==> src/rtl/srr_shift_sched.sv <==
// srr_shift_sched: round-robin scheduler feeding one serial-in shift register and returning its loopback word
module srr_shift_sched #(
  parameter int WIDTH = 8
) (
  input  logic             clk,
  input  logic             rst_n,
  input  logic [1:0]       req_valid,
  input  logic [WIDTH-1:0] req_data0,
  input  logic [WIDTH-1:0] req_data1,
  output logic [1:0]       req_ready,
  output logic             sr_en,
  output logic             sr_d,
  input  logic [WIDTH-1:0] sr_q,
  output logic             rsp_valid,
  input  logic             rsp_ready,
  output logic             rsp_id,
  output logic [WIDTH-1:0] rsp_data,
  output logic             rsp_err
);
  localparam int CW = $clog2(WIDTH);
  typedef enum logic [1:0] {IDLE, SHIFT, CAPTURE, RESP} state_t;
  state_t state;
  logic ptr, id_q, g, take;
  logic [CW-1:0] cnt, idx;
  logic [WIDTH-1:0] data_q;
  // req_ready is gated by rst_n so it reads 0 while reset is held in IDLE
  always_comb begin
    g = &req_valid ? ptr : req_valid[1];
    take = rst_n && state == IDLE && |req_valid;
    req_ready = take ? (g ? 2'b10 : 2'b01) : 2'b00;
    idx = CW'(WIDTH - 1) - cnt;
    sr_en = state == SHIFT;
    sr_d = sr_en & data_q[idx];
    rsp_valid = state == RESP;
  end
  always_ff @(posedge clk or negedge rst_n) begin
    if (!rst_n) begin
      state <= IDLE;
      ptr <= 1'b0;
      cnt <= '0;
      data_q <= '0;
      id_q <= 1'b0;
      rsp_data <= '0;
      rsp_err <= 1'b0;
      rsp_id <= 1'b0;
    end else begin
      case (state)
        IDLE: if (take) begin
          data_q <= g ? req_data1 : req_data0;
          id_q <= g;
          ptr <= ~g;
          cnt <= '0;
          state <= SHIFT;
        end
        SHIFT: begin
          cnt <= cnt + 1'b1;
          if (cnt == CW'(WIDTH - 1)) state <= CAPTURE;
        end
        CAPTURE: begin
          rsp_data <= sr_q;
          rsp_err <= sr_q != data_q;
          rsp_id <= id_q;
          state <= RESP;
        end
        RESP: if (rsp_ready) state <= IDLE;
        default: state <= IDLE;
      endcase
    end
  end
endmodule
==> config.mk <==
export PLATFORM = sky130hd
export DESIGN_NAME = srr_shift_sched
export DESIGN_NICKNAME = d
export VERILOG_FILES = /design/src/rtl/srr_shift_sched.sv
export SDC_FILE = /design/constraint.sdc
export NUM_CORES = 1
export LEC_CHECK = 0
export ABC_CLOCK_PERIOD_IN_PS = 2600
export CAP_MARGIN = 20
export CORE_MARGIN = 2
export CORE_UTILIZATION = 30
export CTS_CLUSTER_SIZE = 14
export DETAILED_ROUTE_END_ITERATION = 8
export RECOVER_POWER = 100
export SLEW_MARGIN = 30
export SYNTH_ARGS = -nofsm -noshare
export SYNTH_HDL_FRONTEND = slang
export SYNTH_SLANG_ARGS = --single-unit
==> constraint.sdc <==
create_clock -name clk -period 2.6 [get_ports clk]
set_input_delay 0.52 -clock clk [delete_from_list [all_inputs] [get_ports clk]]
set_output_delay 0.52 -clock clk [all_outputs]
set_load 0.05 [all_outputs]
==> PnR_summary.wiki <==
{| class="wikitable"
! Metric !! Value
|-
| Top-level port count || 44
|-
| Maximum number of pins on one net before global-route repair || 19
|-
| DIE WIDTH || 70.9 µm
|-
| Kind of start point of the critical path || input port
|-
| Maximum vdd drop || 0.276 mV
|-
| Capturing point of the worst reg2reg path || state[1]
|-
| Cell Chain, Critical Path || clkdlybuf4s50_1, o211ai_1, nor2_1, clkbuf_2
|-
| Worst flop-to-flop path startpoint || state[0]
|-
| Critical path's slowest cell || sky130_fd_sc_hd__clkdlybuf4s50_1
|-
| Synthesized Nets || 158
|-
| Number of pins with negative max-slew slack in the final report || 0
|-
| Post-CTS Hold Buffers || 0
|-
| Via count of the first global-routing pass || 1131
|-
| Portion of the post-synthesis area used by sequential elements || 0.466
|-
| Buffer cell driving the clock tree root || sky130_fd_sc_hd__clkbuf_8
|-
| Largest stage delay on the critical path || 0.72 ns
|-
| Antenna diodes || 0
|-
| WL final || 3.24 mm
|-
| Data required time at the worst endpoint || 2.08 ns
|-
| Power density over the cells || 1160 mW/mm²
|-
| Die outline height || 70.9 µm
|-
| Syn Std Cell Area || 0.00134 mm²
|-
| Vias per cell || 4.95
|-
| Relative area change from synthesis to final layout || 39.4%
|-
| Fillers || 435
|-
| Starting utilization of the core area || 0.311
|-
| Number of antenna-violating nets in the routed design || 0
|-
| Top fanout value on the critical path || 13
|-
| Clk sinks || 25
|-
| Max Freq || 401 MHz
|-
| Endpoint of the worst setup timing path || req_ready[1]
|-
| Reg2reg setup slack || 0.86 ns
|-
| Die Outline Area || 0.00503 mm²
|-
| Max-slew headroom at the worst pin || 0.361
|-
| Final-report setup violation count || 0
|-
| Fin. Hold Viols || 0
|-
| Final setup TNS || 0 ns
|-
| Depth of the most critical reg-to-reg path || 4
|-
| Clk Latency, worst-skew pair || 0.27 ns
|-
| Clock transition at the registers of the reported paths || 0.09 ns
|-
| Leakage Power || 0.779 nW
|-
| Result of the run || finished, final reports clean
|-
| Actual slew at the worst max-slew pin || 0.959 ns
|-
| Synthesized flop and latch total || 25
|-
| Port-buffer cells || 43
|-
| Core Region || 0.00432 mm²
|-
| Post-CTS Repair Setup Buffers || 0
|-
| Drt wl/cell || 14.7 µm
|-
| Nature of the critical path endpoint || primary output
|-
| Setup repair after global routing missed its margin || no
|-
| Post-layout util || 0.433
|-
| Global-route wire length before repair || 5.30 mm
|-
| Antenna violations before repair || 0
|-
| Estimated wirelength of the detail-placed design || 2.64 mm
|-
| Post-Route Skew || 0.00362 ns
|-
| Clock period minus worst slack || 2.49 ns
|-
| H-tree depth reported by CTS || 1
|-
| TritonCTS clock tree || built
|-
| Max-capacitance violation count || 0
|-
| Row Count || 24
|-
| Post-CTS sizing || 1
|-
| Total of warnings raised by yosys || 0
|-
| Final worst path period share || 0.959
|-
| Final weighted congestion in routability-driven placement || 0.780
|-
| Iteration count of the initial detailed-routing pass || 6
|-
| All-layer global routing usage || 0.134
|-
| Most common library cell in the layout ignoring fill and taps || sky130_fd_sc_hd__clkdlybuf4s50_1
|-
| Critical path start-end classification || input port to primary output
|-
| Total number of vias || 1089
|-
| Fraction of final layout cells sized beyond drive strength 1 || 0.119
|-
| Worst-case clock buffer depth || 2
|-
| Average cell area after synthesis || 11.0 µm²
|-
| Commonest cells after routing, fill and taps aside || sky130_fd_sc_hd__clkdlybuf4s50_1 (28), sky130_fd_sc_hd__dfrtp_1 (25), sky130_fd_sc_hd__nor2_1 (15), sky130_fd_sc_hd__dlygate4sd3_1 (12)
|-
| Kind of path behind the tightest hold check || flip-flop to flip-flop
|-
| Total gr overflow || 0
|-
| Number of nets in the layout || 205
|-
| TritonCTS Buffers || 3
|-
| Crit path DAT || 1.97 ns
|-
| Cell count after synthesis || 122
|-
| Detailed-route DRC error count || 0
|-
| Count of cell types in the netlist || 28
|-
| Timing startpoint of the critical path || req_valid[1]
|-
| First DRT Iteration DRCs || 38
|}
worst max-delay path, delay by kind of cell:
family                 cells  cell delay (ns)
buffers and inverters      2             1.03
AO/OA/AOI/OAI              1             0.21
AND/OR/NAND/NOR            1             0.21
area by class of cell:
| cell class | count | area [µm²] | area share |
|---|---|---|---|
| Clock inverter | 1 | 7.51 | 0.00401 |
| Tap cell | 52 | 65.1 | 0.0347 |
| Clock buffer | 3 | 41.3 | 0.0220 |
| Inverter | 6 | 22.5 | 0.0120 |
| Multi-Input combinational cell | 86 | 669 | 0.357 |
| Sequential cell | 25 | 626 | 0.334 |
| Timing Repair Buffer | 47 | 442 | 0.236 |
per-stage QoR:
stage	instances	area (µm²)	worst slack (ns)	hold WS (ns)	power, mW
6_report	220	1870	0.106	0.508	2.17
2_1_floorplan	122	1340	0.260	0.224	1.60
4_1_cts	220	1910	0.140	0.519	2.25
3_5_place_dp	216	1870	0.164	0.497	2.02
3_3_place_gp	216	1870	0.203	0.491	1.97
5_1_grt	220	1870	0.0387	0.530	2.32
worst min path at each step:
stage                           start     endpoint  slack (ns)  cells after the start
after floorplan                 rst_n       cnt[0]        0.22                      0
after detailed placement       rsp_id       rsp_id        0.50                      1
after CTS                      rsp_id       rsp_id        0.52                      1
final                     rsp_data[6]  rsp_data[6]        0.51                      1
after global placement    rsp_data[1]  rsp_data[1]        0.49                      1
after global routing      rsp_data[6]  rsp_data[6]        0.53                      1
flip-flops by register name, summed over array words and instances (netlist names):
name      count
cnt           3
data_q        8
id_q          1
ptr           1
rsp_data      8
rsp_err       1
rsp_id        1
state         2
power breakdown:
group	switching [mW]	total, mW	leakage [nW]	internal [mW]
sequential	0.150	0.727	0.290	0.576
clock	0.129	0.237	0.0217	0.109
combinational	0.706	1.21	0.468	0.504
cell usage after synthesis:
cell / instances / share of area
sky130_fd_sc_hd__clkbuf_2: 1 / 0.0037
sky130_fd_sc_hd__o211ai_1: 1 / 0.0056
sky130_fd_sc_hd__nand2_1: 2 / 0.0056
sky130_fd_sc_hd__mux2_2: 10 / 0.084
sky130_fd_sc_hd__mux2_1: 1 / 0.0084
sky130_fd_sc_hd__o211a_1: 1 / 0.0074
sky130_fd_sc_hd__dfrtp_1: 25 / 0.47
sky130_fd_sc_hd__mux4_2: 2 / 0.034
sky130_fd_sc_hd__a31oi_1: 9 / 0.042
sky130_fd_sc_hd__a21o_1: 1 / 0.0056
sky130_fd_sc_hd__ha_1: 7 / 0.065
sky130_fd_sc_hd__buf_2: 2 / 0.0074
sky130_fd_sc_hd__nand3b_1: 8 / 0.045
sky130_fd_sc_hd__xor2_1: 8 / 0.052
sky130_fd_sc_hd__mux2i_1: 2 / 0.015
sky130_fd_sc_hd__nand2b_1: 1 / 0.0047
sky130_fd_sc_hd__buf_1: 1 / 0.0028
sky130_fd_sc_hd__a222oi_1: 1 / 0.0074
sky130_fd_sc_hd__clkbuf_1: 1 / 0.0028
sky130_fd_sc_hd__o21ai_2: 1 / 0.0065
sky130_fd_sc_hd__nor4_1: 2 / 0.0093
sky130_fd_sc_hd__o21ai_0: 9 / 0.034
sky130_fd_sc_hd__a32o_1: 2 / 0.015
sky130_fd_sc_hd__a211oi_1: 1 / 0.0056
sky130_fd_sc_hd__nor2_1: 15 / 0.042
sky130_fd_sc_hd__a21oi_1: 1 / 0.0037
sky130_fd_sc_hd__inv_1: 6 / 0.017
sky130_fd_sc_hd__nor2b_1: 1 / 0.0047
layer usage:
layer,part of all wire,global-route usage,vias up
met5,0,0,-
met4,0.0083,0.0398,0
met3,0.056,0.0285,4
met2,0.50,0.241,36
met1,0.43,0.160,514
li1,-,-,535
cells by family (layout without fill, tap and decap cells):
group           Yosys count  after routing  share of synthesized area
mux                      15             15                      0.141
flops                    25             25                      0.466
buf+inv                  11             57                     0.0335
simple gates             29             29                      0.111
compound gates           27             27                      0.132
fa+ha+maj                 7              7                     0.0652
xor+xnor                  8              8                     0.0521
Power figures use the tool's default switching activity.
